File: src/rtl/route_compute_arbiter.sv
// route_compute_arbiter
//   Shares one head-flit route-compute decoder among NUM_REQ router input ports.
//   A round-robin arbiter picks a port with a pending head flit and presents the
//   flit to the decoder until it answers or times out. The route result then goes
//   back to the granted port as a one-cycle ack.
//
// Ports
//   clk             clock, all logic on posedge
//   rst             synchronous active-low reset
//   req_valid       per-port head flit pending, held until acked
//   req_flit        per-port head flit, port i at [i*DATA_WIDTH +: DATA_WIDTH]
//   req_ack         one-hot single-cycle pulse, route result valid for that port
//   route_out       route result, meaningful only while req_ack != 0
//   route_err       with req_ack: decoder timed out and route_out is 0
//   HeadFlit        flit to the decoder, stable throughout a decode
//   decodeHeadFlit  decode request level to the decoder
//   headFlitDecoded decoder done, RequestMessage valid this cycle
//   RequestMessage  decoder route result
//   busy            arbiter is not idle
module route_compute_arbiter #(
  parameter int unsigned NUM_REQ       = 5,
  parameter int unsigned DATA_WIDTH    = 8,
  parameter int unsigned REQUEST_WIDTH = 3,
  parameter int unsigned TIMEOUT       = 15
) (
  input  logic                          clk,
  input  logic                          rst,
  input  logic [NUM_REQ-1:0]            req_valid,
  input  logic [NUM_REQ*DATA_WIDTH-1:0] req_flit,
  output logic [NUM_REQ-1:0]            req_ack,
  output logic [REQUEST_WIDTH-1:0]      route_out,
  output logic                          route_err,
  output logic [DATA_WIDTH-1:0]         HeadFlit,
  output logic                          decodeHeadFlit,
  input  logic                          headFlitDecoded,
  input  logic [REQUEST_WIDTH-1:0]      RequestMessage,
  output logic                          busy
);

  localparam int unsigned IdxW   = $clog2(NUM_REQ);
  // Sized to hold TIMEOUT-1 even when TIMEOUT is 1.
  localparam int unsigned TimerW = $clog2(TIMEOUT + 1);

  typedef enum logic [1:0] {StIdle, StDecode, StResp} state_e;

  state_e                   state_q, state_d;
  logic [IdxW-1:0]          rr_ptr_q, rr_ptr_d;
  logic [IdxW-1:0]          grant_q, grant_d;
  logic [TimerW-1:0]        timer_q, timer_d;
  logic [DATA_WIDTH-1:0]    head_flit_q, head_flit_d;
  logic                     decode_q, decode_d;
  logic [NUM_REQ-1:0]       ack_q, ack_d;
  logic [REQUEST_WIDTH-1:0] route_q, route_d;
  logic                     err_q, err_d;
  logic                     busy_q, busy_d;

  logic [DATA_WIDTH-1:0]    flit_arr [NUM_REQ];
  logic                     pick_found;
  logic [IdxW-1:0]          pick_idx;
  logic [IdxW-1:0]          cand;
  logic [IdxW-1:0]          next_ptr;

  for (genvar g = 0; g < NUM_REQ; g++) begin : g_flit
    assign flit_arr[g] = req_flit[g*DATA_WIDTH +: DATA_WIDTH];
  end

  // Round-robin scan starting at rr_ptr; first requester wins.
  always_comb begin
    pick_found = 1'b0;
    pick_idx   = '0;
    cand       = '0;
    for (int unsigned off = 0; off < NUM_REQ; off++) begin
      cand = IdxW'((32'(rr_ptr_q) + off) % NUM_REQ);
      if (!pick_found && req_valid[cand]) begin
        pick_found = 1'b1;
        pick_idx   = cand;
      end
    end
  end

  assign next_ptr = (grant_q == IdxW'(NUM_REQ - 1)) ? '0 : grant_q + IdxW'(1);

  always_comb begin
    state_d     = state_q;
    rr_ptr_d    = rr_ptr_q;
    grant_d     = grant_q;
    timer_d     = timer_q;
    head_flit_d = head_flit_q;
    decode_d    = decode_q;
    ack_d       = '0;
    route_d     = '0;
    err_d       = 1'b0;
    unique case (state_q)
      StIdle: begin
        if (pick_found) begin
          grant_d     = pick_idx;
          head_flit_d = flit_arr[pick_idx];
          decode_d    = 1'b1;
          timer_d     = '0;
          state_d     = StDecode;
        end
      end
      StDecode: begin
        timer_d = timer_q + TimerW'(1);
        // A decode completing on the timeout cycle still counts as a success.
        if (headFlitDecoded) begin
          decode_d       = 1'b0;
          ack_d[grant_q] = 1'b1;
          route_d        = RequestMessage;
          state_d        = StResp;
        end else if (timer_q == TimerW'(TIMEOUT - 1)) begin
          decode_d       = 1'b0;
          ack_d[grant_q] = 1'b1;
          err_d          = 1'b1;
          state_d        = StResp;
        end else if (!req_valid[grant_q]) begin
          // Port withdrew: drop the decode silently and move past it.
          decode_d = 1'b0;
          rr_ptr_d = next_ptr;
          state_d  = StIdle;
        end
      end
      StResp: begin
        rr_ptr_d = next_ptr;
        state_d  = StIdle;
      end
      default: state_d = StIdle;
    endcase
    busy_d = (state_d != StIdle);
  end

  always_ff @(posedge clk) begin
    if (!rst) begin
      state_q     <= StIdle;
      rr_ptr_q    <= '0;
      grant_q     <= '0;
      timer_q     <= '0;
      head_flit_q <= '0;
      decode_q    <= 1'b0;
      ack_q       <= '0;
      route_q     <= '0;
      err_q       <= 1'b0;
      busy_q      <= 1'b0;
    end else begin
      state_q     <= state_d;
      rr_ptr_q    <= rr_ptr_d;
      grant_q     <= grant_d;
      timer_q     <= timer_d;
      head_flit_q <= head_flit_d;
      decode_q    <= decode_d;
      ack_q       <= ack_d;
      route_q     <= route_d;
      err_q       <= err_d;
      busy_q      <= busy_d;
    end
  end

  assign req_ack        = ack_q;
  assign route_out      = route_q;
  assign route_err      = err_q;
  assign HeadFlit       = head_flit_q;
  assign decodeHeadFlit = decode_q;
  assign busy           = busy_q;

endmodule

File: config.mk
export PLATFORM = sky130hd
export DESIGN_NAME = route_compute_arbiter
export DESIGN_NICKNAME = d
export VERILOG_FILES = /design/src/rtl/route_compute_arbiter.sv
export SDC_FILE = /design/constraint.sdc
export NUM_CORES = 1
export LEC_CHECK = 0
export ABC_CLOCK_PERIOD_IN_PS = 6800
export BUFFER_PORTS_ARGS = -buffer_cell sky130_fd_sc_hd__buf_2
export CAP_MARGIN = 20
export CORE_MARGIN = 4
export CORE_UTILIZATION = 45
export CTS_BUF_LIST = sky130_fd_sc_hd__clkbuf_8
export CTS_CLUSTER_SIZE = 20
export DETAILED_ROUTE_END_ITERATION = 10
export GPL_TIMING_DRIVEN = 1
export HOLD_SLACK_MARGIN = 0.12
export PLACE_DENSITY_LB_ADDON = 0.12
export SLEW_MARGIN = 20
export SYNTH_ARGS = -nofsm -noshare
export SYNTH_HDL_FRONTEND = slang
export SYNTH_SLANG_ARGS = --single-unit
export TNS_END_PERCENT = 1
File: constraint.sdc
create_clock -name clk -period 6.8 [get_ports clk]
set_input_delay 1.36 -clock clk [delete_from_list [all_inputs] [get_ports clk]]
set_output_delay 1.36 -clock clk [all_outputs]
set_load 0.02 [all_outputs]
* Yosys cells after proc, flatten, opt, wreduce, memory -nomap -nowiden
Index checks and enable logic that the tools add are counted.
Widths: inputs -> output; s select.
** Word-level totals
- Output and inout port bits :: 19
- Register bits after elaboration :: 31
** Operators by class
- Bitwise operators :: 3
- Add/sub/neg operators :: 6
- Order comparisons :: 8
- Reductions and logical operators :: 20
- Divide/modulo/power cells :: 5
- Mux-type cells :: 47
- Equal/unequal tests :: 9
** Operator list (count)
- $mod 32x3->32 const B :: 4
- $mod 3x3->32 const B :: 1
- $mux 3 :: 9
- $bmux 8 s3 :: 1
- $lt 3x4->1 const B :: 6
- $bmux 1 s3 :: 6
- $mux 1 :: 17
- $mux 8 :: 2
- $mux 5 :: 2
- $add 3x2->4 const B :: 2
- $mux 2 :: 4
- $ne 2x2->1 const B :: 4
- $pmux 4 s2 :: 1
- $pmux 3 s2 :: 1
- $reduce_and 2->1 :: 3
- $reduce_and 3->1 :: 2
- $reduce_bool 2->1 :: 3
- $logic_and 1x1->1 :: 5
- $add 3x1->4 const B :: 1
- $add 3x3->4 const B :: 1
- $add 4x1->4 const B :: 1
- $eq 4x4->1 const B :: 1
- $ge 4x4->1 const B :: 1
- $logic_not 1->1 :: 4
- other kinds (15) :: 16

* Logic depth before layout (Yosys ltp)
- Depth after elaboration :: 20
- Gate-level depth with buffers :: 23
- Depth with buffers taken out :: 18

* Worst setup path before layout
No wires, ideal clock.
- Path kind :: reg-to-reg
- Start point :: reg rr_ptr_q[0]
- End point :: reg head_flit_q[2] (netlist: HeadFlit[2])
- Arrival :: 4680 ps
- Cell stages (with the launch flop) :: 23
- Library setup time :: 128 ps
- Path slack :: 1992 ps
- Required time :: 6672 ps
- Path buffers :: 4
- Path through :: dfxtp_1 > buf_6 > buf_2 > inv_1 > buf_2 > ha_1 > inv_1 > ha_1 > inv_1 > ha_1 > inv_1 > ha_1 > nand2b_1 > a21oi_1 > a311o_4 > mux4_2 > and3_4 > or2_1 > a211o_1 > buf_2 > and4_1 > o211ai_2 > o211ai_2
** On the way
- Word-level cells in the longest chain between the ends :: 20
- Elaborated cells between the ends (all ways) :: 42
** RTL lines
- from (decl) :: RTL line 47 : logic [IdxW-1:0] rr_ptr_q, rr_ptr_d;
- from (signal assigned) :: RTL line 146 : rr_ptr_q <= rr_ptr_d;
- parallel branches: the longest is 20 deep, another holds $mod 32x3->32
- to (signal assigned) :: RTL line 149 : head_flit_q <= head_flit_d;
- to (decl) :: RTL line 50 : logic [DATA_WIDTH-1:0] head_flit_q, head_flit_d;
Several ways; the timed one is not identified. The select of a mux whose other input is x is not followed.
A chain may end at the register's enable or synchronous reset.

* Worst setup path in the final report
- Start point :: reg rr_ptr_q[1]
- End point :: reg head_flit_q[5] (netlist: HeadFlit[5])
The elaborated chain is that of the path after synthesis.

==> results.sh <==
export IMPL_outcome="finished clean"
export IMPL_cts_made_buffers=5
export IMPL_worstPathArrival_ps=5880
export IMPL_netlist_cell_type_count=70
export IMPL_dr_first_iter_drc_count=123
export IMPL_ys_flop_type="dfxtp_1"
export IMPL_synthesis_nets=457
export IMPL_syn2layout_area_growth_pct=14.37
export IMPL_totalPowerFinal_w=0.001299
export IMPL_coreArea_sq_mm=0.006869
export IMPL_pin_count=70
export IMPL_synth_seq_area_share_pct=19.37
export IMPL_p_leak_nw=1.571
export IMPL_p_per_area_mw_per_mm2=354.7
export IMPL_dp_cells=531
export IMPL_holdBufCountCts=0
export IMPL_initial_core_util_pct=46.63
export IMPL_avgRoutedWirePerCell_microns=15.79
export IMPL_max_stage_delay_ps=700
export IMPL_stdcell_count=539
export IMPL_critPathCaptureType="register"
export IMPL_grt_max_degree=28
export IMPL_syn_instance_count=387
export IMPL_synth_top_area_cell="dfxtp_1"
export IMPL_ys_top_cells_by_area="dfxtp_1 (19%), ha_1 (7.4%), mux2i_1 (4.7%), o211ai_2 (3.9%), nand2_1 (3.6%)"
export IMPL_placed_area_sq_mm=0.003551
export IMPL_antennaDiodeCount=0
export IMPL_die_height_microns=92.37
export IMPL_drv_slew=0
export IMPL_final_nets=512
export IMPL_max_cap_viol_count=0
export IMPL_dp_hpwl_microns=6369
export IMPL_cp_max_fo=19
export IMPL_path_cells="inv_1, ha_1, buf_4, clkinv_1, nand2_1, ha_1, nor2b_1, nand2_1, a31oi_1, mux2_2, a211oi_2, o2111ai_4, nand4b_1, nand3_1, mux2i_1, o211ai_2"
export IMPL_crit_family="simple AND/OR/NAND/NOR gates"
export IMPL_cts_sinks=31
export IMPL_globalplace_congestion=0.8576
export IMPL_synthesis_area_sq_mm=0.003203
export IMPL_antenna_found_initial=0
export IMPL_skew_ps=4.578
export IMPL_cts_tree="yes"
export IMPL_synth_seq_cells=31
export IMPL_cts_root_buffer="clkbuf_8"
export IMPL_min_period_ps=5713
export IMPL_start_kind="register"
export IMPL_grt_overflow=0
export IMPL_vdd_drop_max_v=0.0001606
export IMPL_ys_warn_count=0
export IMPL_cts_setup_buffers=0
export IMPL_setup_violations_final=0
export IMPL_finalSetupTns_ps=0
export IMPL_vias_per_cell=5.727
export IMPL_synth_top_cell_area_share_pct=19.38
export IMPL_htree_levels=2
export IMPL_final_period_utilization_pct=84.02
export IMPL_synth_edf_count=0
export IMPL_async_flop_share_pct=0
export IMPL_vias=3087
export IMPL_grt_pass1_vias=2894
export IMPL_worst_pin_slew_ps=987.4
export IMPL_rsz0062_at_grt="no"
export IMPL_cts_resized=0
export IMPL_fp_dieArea_sq_mm=0.008531
export IMPL_postSynthAreaPerCell_sq_um=8.277
export IMPL_grt_use_total_pct=19.84
export IMPL_cp_slowest_cell="nand3_1"
export IMPL_fin_util_pct=53.33
export IMPL_min_delay_path_class="reg2reg"
export IMPL_place_port_buffers=69
export IMPL_wl_microns=8512
export IMPL_cp_num_buf_inv=3
export IMPL_worst_skew_pair_late_latency_ps=290
export IMPL_drc_errors=0
export IMPL_drive_above_1_share_pct=26.19
export IMPL_drt_first_pass_iters=4
export IMPL_cts_buffer_depth=2
export IMPL_grt_pass1_wl_microns=13960
export IMPL_cp_required_ps=6970
export IMPL_slew_headroom_pct=34.17
export IMPL_fin_area_sq_mm=0.003664
export IMPL_max_freq_mhz=175.0
export IMPL_rows=30
export IMPL_clkTransAtPathRegs_ps=70
export IMPL_hold_viol=0
export IMPL_postRouteAntennaNets=0
export IMPL_die_x_microns=92.37
export IMPL_criticalPathCategory="reg2reg"
-- layout make-up --
class                      instances  area (sq um)
clock inverter                     3         43.79
fill                             686          3206
clock buffer                       5         68.82
sequential                        31         620.6
multi-input combinational        306          2345
tap                               96         120.1
timing repair buffer              72         367.9
inverter                          26         97.59
-- flip-flops by register name, indices dropped and copies added (netlist names) --
register / cells
HeadFlit: 8
route_err: 1
decodeHeadFlit: 1
req_ack: 5
state_q: 2
grant_q: 3
route_out: 3
busy: 1
timer_q: 4
rr_ptr_q: 3
-- cells by family (layout without fill, tap and decap cells) --
kind of cell	after synthesis	in the layout	synth area share, %
xor+xnor	10	10	3.321
simple gates	136	136	23.87
mux	22	22	8.906
compound gates	119	119	29.49
buf+inv	50	106	7.617
fa+ha+maj	19	19	7.422
flops	31	31	19.38
-- through the flow --
| stage | worst slack [ps] | hold slack (ps) |
|---|---|---|
| floorplan | 1992 | 472.3 |
| global placement | 1399 | 469.4 |
| detailed placement | 1138 | 475.4 |
| CTS | 1131 | 495.6 |
| global route | 557.6 | 533.5 |
| finish | 1087 | 488.2 |
-- layout by cell type, fill, tap and decap left out, types with 11 or more instances in the layout --
cell,count
a31oi_1,14
nor2_1,23
inv_1,25
a21oi_1,22
ha_1,19
mux2i_1,15
dfxtp_1,31
buf_2,69
o21ai_0,15
nand3_1,11
nand2_1,31
-- report_power, final --
part	internal, W	switching (W)
combinational	0.000359	0.000498
sequential	0.000219	0.0000379
clock	0.000109	0.0000761
-- path summary, 6_finish.rpt --
kind                   from             end  slack, ps  cells after the start
min          decodeHeadFlit  decodeHeadFlit        490                      2
max             rr_ptr_q[1]     HeadFlit[5]       1090                     16
max reg2reg     rr_ptr_q[1]     HeadFlit[5]       1090                     16
min reg2reg  decodeHeadFlit  decodeHeadFlit        490                      2
-- layer usage --
metal	up-vias	part of all wire, %	global-route usage [%]
li1	1555	-	-
met4	0	1.2	4.084
met1	1426	45	27.37
met3	10	6.4	3.331
met5	-	0	0
met2	96	47	32.57
-- worst min-delay path: stages, from the launching register on --
cell     delay, ps
dfxtp_1        310
o21ai_0         70
a21oi_1         60
-- cells in the mapped netlist, types with 8 or more instances --
cell type / n
o211ai_2: 10
xnor2_1: 8
a21oi_1: 22
a31oi_1: 14
and4_1: 8
nor2_1: 23
nand2_1: 31
inv_1: 25
nor2b_1: 9
o21ai_0: 15
nand2b_1: 9
dfxtp_1: 31
mux2i_1: 15
clkbuf_1: 9
nand3_1: 11
ha_1: 19
a22oi_1: 8
Power figures use the tool's default switching activity.
